==> src/rtl/vga_timing_gen_if.sv <==
// Pixel-timing bundle between the VGA timing generator and the pixel renderer.
// clk25 comes from the /4 divider and is treated as data, not as a clock.
interface vga_timing_gen_if;
  logic       clk25;
  logic       pixel_tick;
  logic       hsync;
  logic       vsync;
  logic       video_on;
  logic [9:0] x;
  logic [9:0] y;
  logic       frame_start;

  modport master (
    input  clk25,
    output pixel_tick, hsync, vsync, video_on, x, y, frame_start
  );

  modport slave (
    output clk25,
    input  pixel_tick, hsync, vsync, video_on, x, y, frame_start
  );
endinterface

==> src/rtl/vga_timing_gen.sv <==
// VGA pixel-timing generator on the system clock: edge-detects the divider's clk25
// into a one-clk pixel tick and sequences registered sync/coordinate outputs.
module vga_timing_gen #(
  parameter int H_VISIBLE = 640,
  parameter int H_FRONT   = 16,
  parameter int H_SYNC    = 96,
  parameter int H_BACK    = 48,
  parameter int V_VISIBLE = 480,
  parameter int V_FRONT   = 10,
  parameter int V_SYNC    = 2,
  parameter int V_BACK    = 33
) (
  input  logic             clk,
  input  logic             reset,
  vga_timing_gen_if.master vga
);

  localparam int H_TOTAL = H_VISIBLE + H_FRONT + H_SYNC + H_BACK;
  localparam int V_TOTAL = V_VISIBLE + V_FRONT + V_SYNC + V_BACK;

  if (H_TOTAL > 1024 || V_TOTAL > 1024) begin : g_total_check
    $error("vga_timing_gen: H_TOTAL and V_TOTAL must not exceed 1024");
  end

  localparam logic [9:0] H_LAST   = 10'(H_TOTAL - 1);
  localparam logic [9:0] V_LAST   = 10'(V_TOTAL - 1);
  localparam logic [9:0] H_VIS    = 10'(H_VISIBLE);
  localparam logic [9:0] V_VIS    = 10'(V_VISIBLE);
  localparam logic [9:0] HS_FIRST = 10'(H_VISIBLE + H_FRONT);
  localparam logic [9:0] HS_LAST  = 10'(H_VISIBLE + H_FRONT + H_SYNC - 1);
  localparam logic [9:0] VS_FIRST = 10'(V_VISIBLE + V_FRONT);
  localparam logic [9:0] VS_LAST  = 10'(V_VISIBLE + V_FRONT + V_SYNC - 1);

  logic       clk25_q;
  logic [9:0] h_cnt_q, h_cnt_d;
  logic [9:0] v_cnt_q, v_cnt_d;
  logic       hsync_q, vsync_q, video_on_q, frame_start_q;
  logic       hsync_d, vsync_d, video_on_d, frame_start_d;
  logic [9:0] x_q, y_q;
  logic       pixel_tick;

  assign pixel_tick = vga.clk25 & ~clk25_q;

  always_comb begin
    h_cnt_d = h_cnt_q + 10'd1;
    v_cnt_d = v_cnt_q;
    if (h_cnt_q == H_LAST) begin
      h_cnt_d = '0;
      v_cnt_d = (v_cnt_q == V_LAST) ? '0 : v_cnt_q + 10'd1;
    end
  end

  // Output decode uses the pre-increment counters, so outputs trail the counters by one pixel.
  assign hsync_d       = !((h_cnt_q >= HS_FIRST) && (h_cnt_q <= HS_LAST));
  assign vsync_d       = !((v_cnt_q >= VS_FIRST) && (v_cnt_q <= VS_LAST));
  assign video_on_d    = (h_cnt_q < H_VIS) && (v_cnt_q < V_VIS);
  assign frame_start_d = (h_cnt_q == '0) && (v_cnt_q == '0);

  always_ff @(posedge clk or negedge reset) begin
    if (!reset) begin
      clk25_q       <= 1'b0;
      h_cnt_q       <= '0;
      v_cnt_q       <= '0;
      hsync_q       <= 1'b1;
      vsync_q       <= 1'b1;
      video_on_q    <= 1'b0;
      x_q           <= '0;
      y_q           <= '0;
      frame_start_q <= 1'b0;
    end else begin
      clk25_q       <= vga.clk25;
      frame_start_q <= 1'b0;
      if (pixel_tick) begin
        h_cnt_q       <= h_cnt_d;
        v_cnt_q       <= v_cnt_d;
        hsync_q       <= hsync_d;
        vsync_q       <= vsync_d;
        video_on_q    <= video_on_d;
        x_q           <= h_cnt_q;
        y_q           <= v_cnt_q;
        frame_start_q <= frame_start_d;
      end
    end
  end

  assign vga.pixel_tick  = pixel_tick;
  assign vga.hsync       = hsync_q;
  assign vga.vsync       = vsync_q;
  assign vga.video_on    = video_on_q;
  assign vga.x           = x_q;
  assign vga.y           = y_q;
  assign vga.frame_start = frame_start_q;

endmodule

==> src/flat_wrapper.sv <==
// flat-port wrapper written by rule: the top's interface ports become plain ports
module vga_timing_gen_flat 
#(
  parameter int H_VISIBLE = 640,
  parameter int H_FRONT   = 16,
  parameter int H_SYNC    = 96,
  parameter int H_BACK    = 48,
  parameter int V_VISIBLE = 480,
  parameter int V_FRONT   = 10,
  parameter int V_SYNC    = 2,
  parameter int V_BACK    = 33
)
  (clk, reset, vga_clk25, vga_pixel_tick, vga_hsync, vga_vsync, vga_video_on, vga_x, vga_y, vga_frame_start);
  vga_timing_gen_if vga_i ();
  input  logic clk;
  input  logic reset;
  input wire logic [$bits(vga_i.clk25)-1:0] vga_clk25;
  output wire logic [$bits(vga_i.pixel_tick)-1:0] vga_pixel_tick;
  output wire logic [$bits(vga_i.hsync)-1:0] vga_hsync;
  output wire logic [$bits(vga_i.vsync)-1:0] vga_vsync;
  output wire logic [$bits(vga_i.video_on)-1:0] vga_video_on;
  output wire logic [$bits(vga_i.x)-1:0] vga_x;
  output wire logic [$bits(vga_i.y)-1:0] vga_y;
  output wire logic [$bits(vga_i.frame_start)-1:0] vga_frame_start;
  assign vga_i.clk25 = vga_clk25;
  assign vga_pixel_tick = vga_i.pixel_tick;
  assign vga_hsync = vga_i.hsync;
  assign vga_vsync = vga_i.vsync;
  assign vga_video_on = vga_i.video_on;
  assign vga_x = vga_i.x;
  assign vga_y = vga_i.y;
  assign vga_frame_start = vga_i.frame_start;
  vga_timing_gen #(.H_VISIBLE(H_VISIBLE), .H_FRONT(H_FRONT), .H_SYNC(H_SYNC), .H_BACK(H_BACK), .V_VISIBLE(V_VISIBLE), .V_FRONT(V_FRONT), .V_SYNC(V_SYNC), .V_BACK(V_BACK)) u_core (.clk(clk), .reset(reset), .vga(vga_i));
endmodule
==> config.mk <==
export PLATFORM = sky130hd
export DESIGN_NAME = vga_timing_gen_flat
export DESIGN_NICKNAME = d
export VERILOG_FILES = /design/src/rtl/vga_timing_gen_if.sv /design/src/rtl/vga_timing_gen.sv /design/src/flat_wrapper.sv
export SDC_FILE = /design/constraint.sdc
export NUM_CORES = 1
export LEC_CHECK = 0
export CORE_ASPECT_RATIO = 1.5
export CORE_MARGIN = 3
export CORE_UTILIZATION = 45
export CTS_CLUSTER_DIAMETER = 150
export DETAILED_ROUTE_END_ITERATION = 8
export PLACE_DENSITY = 0.64
export SLEW_MARGIN = 40
export SYNTH_ARGS = -nofsm -noshare
export SYNTH_HDL_FRONTEND = slang
export SYNTH_SLANG_ARGS = --single-unit
==> constraint.sdc <==
create_clock -name clk -period 2.2 [get_ports clk]
set_clock_uncertainty 0.15 [all_clocks]
set_input_delay 0.44 -clock clk [delete_from_list [all_inputs] [get_ports clk]]
set_output_delay 0.44 -clock clk [all_outputs]
set_load 0.03 [all_outputs]
-- Word-level counts from Yosys, hierarchy flattened
Index checks and enable logic that the tools add are counted.
- bitwise operators: 2
- $lt $le $gt $ge: 6
- shifts and indexed selects: 0
- add/subtract/negate cells: 2
- div/mod/pow operators: 0
- multiplexer cells: 3
- multiply operators: 0
- reduce and logical (&&, ||, !) cells: 9
- equality and inequality tests: 2
- operators by type and width (operator ; count):
    10-bit by 1-bit adder with 10-bit output (second input constant) ; 2
    10-bit equality test (second input constant) ; 2
    10-bit logical NOT ; 2
    10-bit 2-to-1 mux ; 2
    10-bit >= comparator (second input constant) ; 1
    10-bit by 9-bit >= comparator with 1-bit output (second input constant) ; 1
    10-bit <= comparator (second input constant) ; 1
    10-bit by 9-bit <= comparator with 1-bit output (second input constant) ; 1
    10-bit less-than comparator (second input constant) ; 1
    10-bit by 9-bit less-than comparator with 1-bit output (second input constant) ; 1
    1-bit logical AND ; 4
    1-bit logical NOT ; 2
    2-bit AND reduction ; 1
    1-bit bitwise AND ; 1
    1-bit 2-to-1 mux ; 1
    1-bit inverter ; 1
- register bits after elaboration: 45
- output and inout port bits: 25
- RAM bits: 0
- logic and storage cells: 33
- memories: 0
- input bits: 3
- memory bits (read-only): 0
- bits in latches: 0

-- Depth between registers and ports, before layout
Gate-level depths: netlist (run 1).
- depth after elaboration: 3
- depth in mapped cells: 6
- mapped depth without buffers: 6

-- Worst setup path before layout (run 1)
No wires, ideal clock.
- kind: reg-to-output
- from: reg u_core.clk25_q
- to: out vga_pixel_tick
- data arrival time: 1.221 ns
- path buffers: 2
- required time: 1.610 ns
- path slack: 0.389 ns
- cell stages (with the launch flop): 5
- cells stage by stage: dfrtp_1 > nand2b_1 > clkbuf_1 > inv_1 > buf_1
- cells in the longest elaborated chain, start to end: 2
- ends and longest elaborated chain (element ; line ; text):
    start: declaration ; vga_timing_gen.sv:34 ; logic clk25_q;
    start signal: assignment ; vga_timing_gen.sv:71 ; clk25_q <= vga.clk25;
    1-bit inverter ; vga_timing_gen.sv:42 ; assign pixel_tick = vga.clk25 & ~clk25_q;
    1-bit bitwise AND ; vga_timing_gen.sv:42 ;
    end: declaration ; flat_wrapper.sv:18 ; output wire logic [$bits(vga_i.pixel_tick)-1:0] vga_pixel_tick;
Every way passes these cells.

-- Worst setup path after layout (run 1)
- from: reg u_core.vsync_q, in the netlist u_core.vga.vsync
- to: out vga_vsync
- RTL lines (element ; line ; text):
    start: declaration ; vga_timing_gen.sv:37 ; logic hsync_q, vsync_q, video_on_q, frame_start_q;
    start signal: assignment ; vga_timing_gen.sv:77 ; vsync_q <= vsync_d;
    end: declaration ; flat_wrapper.sv:20 ; output wire logic [$bits(vga_i.vsync)-1:0] vga_vsync;
No word-level cell between the ends.

==> impl_metrics.tcl, run 1 <==
set metrics [dict create \
    path_cells "clkdlybuf4s50_1" \
    wl_per_cell_um 14.5 \
    cts_tree "done" \
    antenna_found_initial 0 \
    outcome "finished with violations" \
    finalSetupViolCount 0 \
    cap_violations 0 \
    clock_sinks 45 \
    clock_latency_ns 0.29 \
    fin_crit_sh_pct 94.6 \
    area_growth_pct 21.5 \
    hold_path_class "in2async" \
    layout_min_cycle_time_ns 2.08 \
    critPathTopFamily "buffers and inverters" \
    via_count 1609 \
    n_antenna_cell 0 \
    grt.total_usage_pct 18.4 \
    dr_wl_met2_mm 2.25 \
    io_buffers 27 \
    post_cts_buffers 0 \
    final_area_sq_um 2500 \
    violations "hold timing" \
    synth_cell_types 40 \
    grt_pass1_wl_mm 7.27 \
    die_w_um 61.2 \
    p_leak_nw 1.19 \
    cts_buffers 5 \
    core_area_sq_um 4320 \
    drt_iter0_markers 63 \
    hold_viol_final 3 \
    grt.overflow.total 0 \
    power_density_nw_per_um2 719 \
    hold_slack_ns -0.00461 \
    synthCells 214 \
    cts_root_buf "clkbuf_8" \
    drc 0 \
    rows 29 \
    synth_warnings 0 \
    route.met3.wl_um 120 \
    worst_slew_pin_slew_ns 0.610 \
    drt_pass1_iterations 4 \
    clkSlewWorstSetupHoldPaths_ns 0.08 \
    nets 257 \
    synthesis.area_sq_um 2060 \
    wl_met1_mm 1.83 \
    drv_slew 0 \
    path_class "reg2out" \
    synth-seq-area-share_pct 54.8 \
    grt_setup_unrepaired "false" \
    maxSlewHeadroom_pct 59.3 \
    via_per_inst 5.42 \
    critPathLaunchType "flop" \
    grt_pass1_vias 1508 \
    postCtsResizedCells 0 \
    final_util_pct 57.9 \
    drive_gt1_share_pct 9.96 \
    critPathRequiredTime_ns 1.61 \
    clock.fmax_ghz 0.481 \
    start_util_pct 47.7 \
    dpl_worst_slack_ns 0.0434 \
    async_flop_share_pct 100 \
    ant_nets 0 \
    die_area_sq_um 5440 \
    cts_max_path_buffers 2 \
    synth-edff-count 0 \
    hpwlAfterDp_mm 3.19 \
    top_layer "met4" \
    gp_congestion 0.850 \
    slowest_delay_ns 0.66 \
    worst-endpoint-arrival_ns 1.49 \
    die_height_um 88.8 \
    placed_cell_area_sq_um 2420 \
    synth-main-ff-cell "dfrtp_1" \
    fin_ws_ns 0.119 \
    hold_buffers 0 \
    cp_slowest_cell "clkdlybuf4s50_1" \
    cp-end-kind "output pin" \
    totalWireLength_mm 4.30 \
    io_pins 28 \
    grt_max_degree 33 \
    fin_tns_setup_ns 0 \
    peakVddDrop_mv 0.430 \
    syn-mean-instance-area_sq_um 9.62 \
    crit_buf_inv 1 \
    syn-num-nets 221 \
    ctsHtreeMaxLevel 2 \
    synth_seq_cells 45 \
    crit_fanout 2 \
]
## cells in the mapped netlist (2+ instances only)
library cell | n | area (sq um)
a21oi_1 | 2 | 10.0
a31oi_1 | 2 | 12.5
and3_1 | 3 | 18.8
and4b_1 | 2 | 20.0
buf_2 | 2 | 10.0
clkbuf_1 | 5 | 18.8
dfrtp_1 | 43 | 1080
dfstp_2 | 2 | 52.6
ha_1 | 4 | 50.1
inv_1 | 7 | 26.3
nand2_1 | 68 | 255
nand3_1 | 4 | 20.0
nand3b_1 | 2 | 15.0
nand4_1 | 4 | 25.0
nor2_1 | 7 | 26.3
nor3_1 | 5 | 25.0
nor4_1 | 3 | 18.8
o21ai_0 | 15 | 75.1
o31ai_1 | 4 | 30.0
o41ai_1 | 2 | 17.5
xnor2_1 | 4 | 35.0
xor2_1 | 6 | 52.6
## where the power goes
group | switching, mW | leakage [nW] | internal [mW] | total [mW]
logic | 0.193 | 0.552 | 0.134 | 0.327
clock network | 0.260 | 0.0395 | 0.226 | 0.486
registers | 0.0808 | 0.596 | 0.904 | 0.985
## state kept, by name, summed over array words and instances, names as in the netlist
| register | flops |
|---|---|
| u_core.clk25_q | 1 |
| u_core.h_cnt_q | 10 |
| u_core.v_cnt_q | 10 |
| u_core.vga.frame_start | 1 |
| u_core.vga.hsync | 1 |
| u_core.vga.video_on | 1 |
| u_core.vga.vsync | 1 |
| u_core.vga.x | 10 |
| u_core.vga.y | 10 |
## worst register-to-register path: stages (launching register included)
cell and delay, ns:
dfrtp_1 0.41, ha_1 0.21, and3_1 0.28, nand4_1 0.29
o31ai_1 0.32, o41ai_1 0.11
## per-stage QoR
step           power [mW]  cells
2_1_floorplan        1.19    214
3_3_place_gp         1.33    289
3_5_place_dp         1.34    289
4_1_cts              1.83    297
5_1_grt              1.90    297
6_report             1.80    297
## kinds of logic after synthesis
group / count (synthesis) / synth area share [%]
xor+xnor: 10 / 4.26
fa+ha+maj: 4 / 2.43
simple gates: 107 / 25.1
compound gates: 29 / 8.69
mux: 2 / 1.03
flops: 45 / 54.8
buf+inv: 17 / 3.65
## layout make-up
| class | count | area, sq um |
|---|---|---|
| fill | 393 | 1820 |
| timing repair buffer | 39 | 353 |
| tap | 46 | 57.6 |
| inverter | 7 | 26.3 |
| multi-input combinational | 152 | 855 |
| clock buffer | 8 | 80.1 |
| sequential | 45 | 1130 |
## routing by layer
layer,track usage [%],up-vias
li1,-,797
met1,22.9,779
met2,29.9,24
met3,3.94,9
met4,8.09,0
met5,0,-
## worst paths after layout
kind / end / slack, ns / cells after the start / start
hold / removal: u_core.vga.x[4] / -0.005 / 1 / reset
setup reg to reg: u_core.v_cnt_q[3] / 0.31 / 5 / u_core.h_cnt_q[0]
min in group clk: u_core.vga.x[2] / 0.32 / 2 / u_core.vga.x[2]
hold reg to reg: u_core.vga.x[2] / 0.32 / 2 / u_core.vga.x[2]
max in group asynchronous: u_core.vga.video_on / 1.31 / 2 / reset
setup / recovery: vga_vsync / 0.12 / 1 / u_core.vga.vsync
## placed cells by master (no fill, tap or decap), types with 5 or more instances in the layout
cell,instances
nand2_1,68
inv_1,7
o21ai_0,15
buf_4,13
xor2_1,6
clkbuf_8,5
nor3_1,5
dfrtp_1,43
clkdlybuf4s50_1,25
nor2_1,7
No activity file was read; power rests on OpenSTA's default activity.
==> run 2, diff against run 1 <==
--- a/config.mk
+++ b/config.mk
@@ -5,6 +5,7 @@
 export SDC_FILE = /design/constraint.sdc
 export NUM_CORES = 1
 export LEC_CHECK = 0
+export CAP_MARGIN = 15
 export CORE_ASPECT_RATIO = 1.5
 export CORE_MARGIN = 3
 export CORE_UTILIZATION = 45
==> results of run 2 <==
The final DEF is identical to that of run 1; final timing and power are the same.
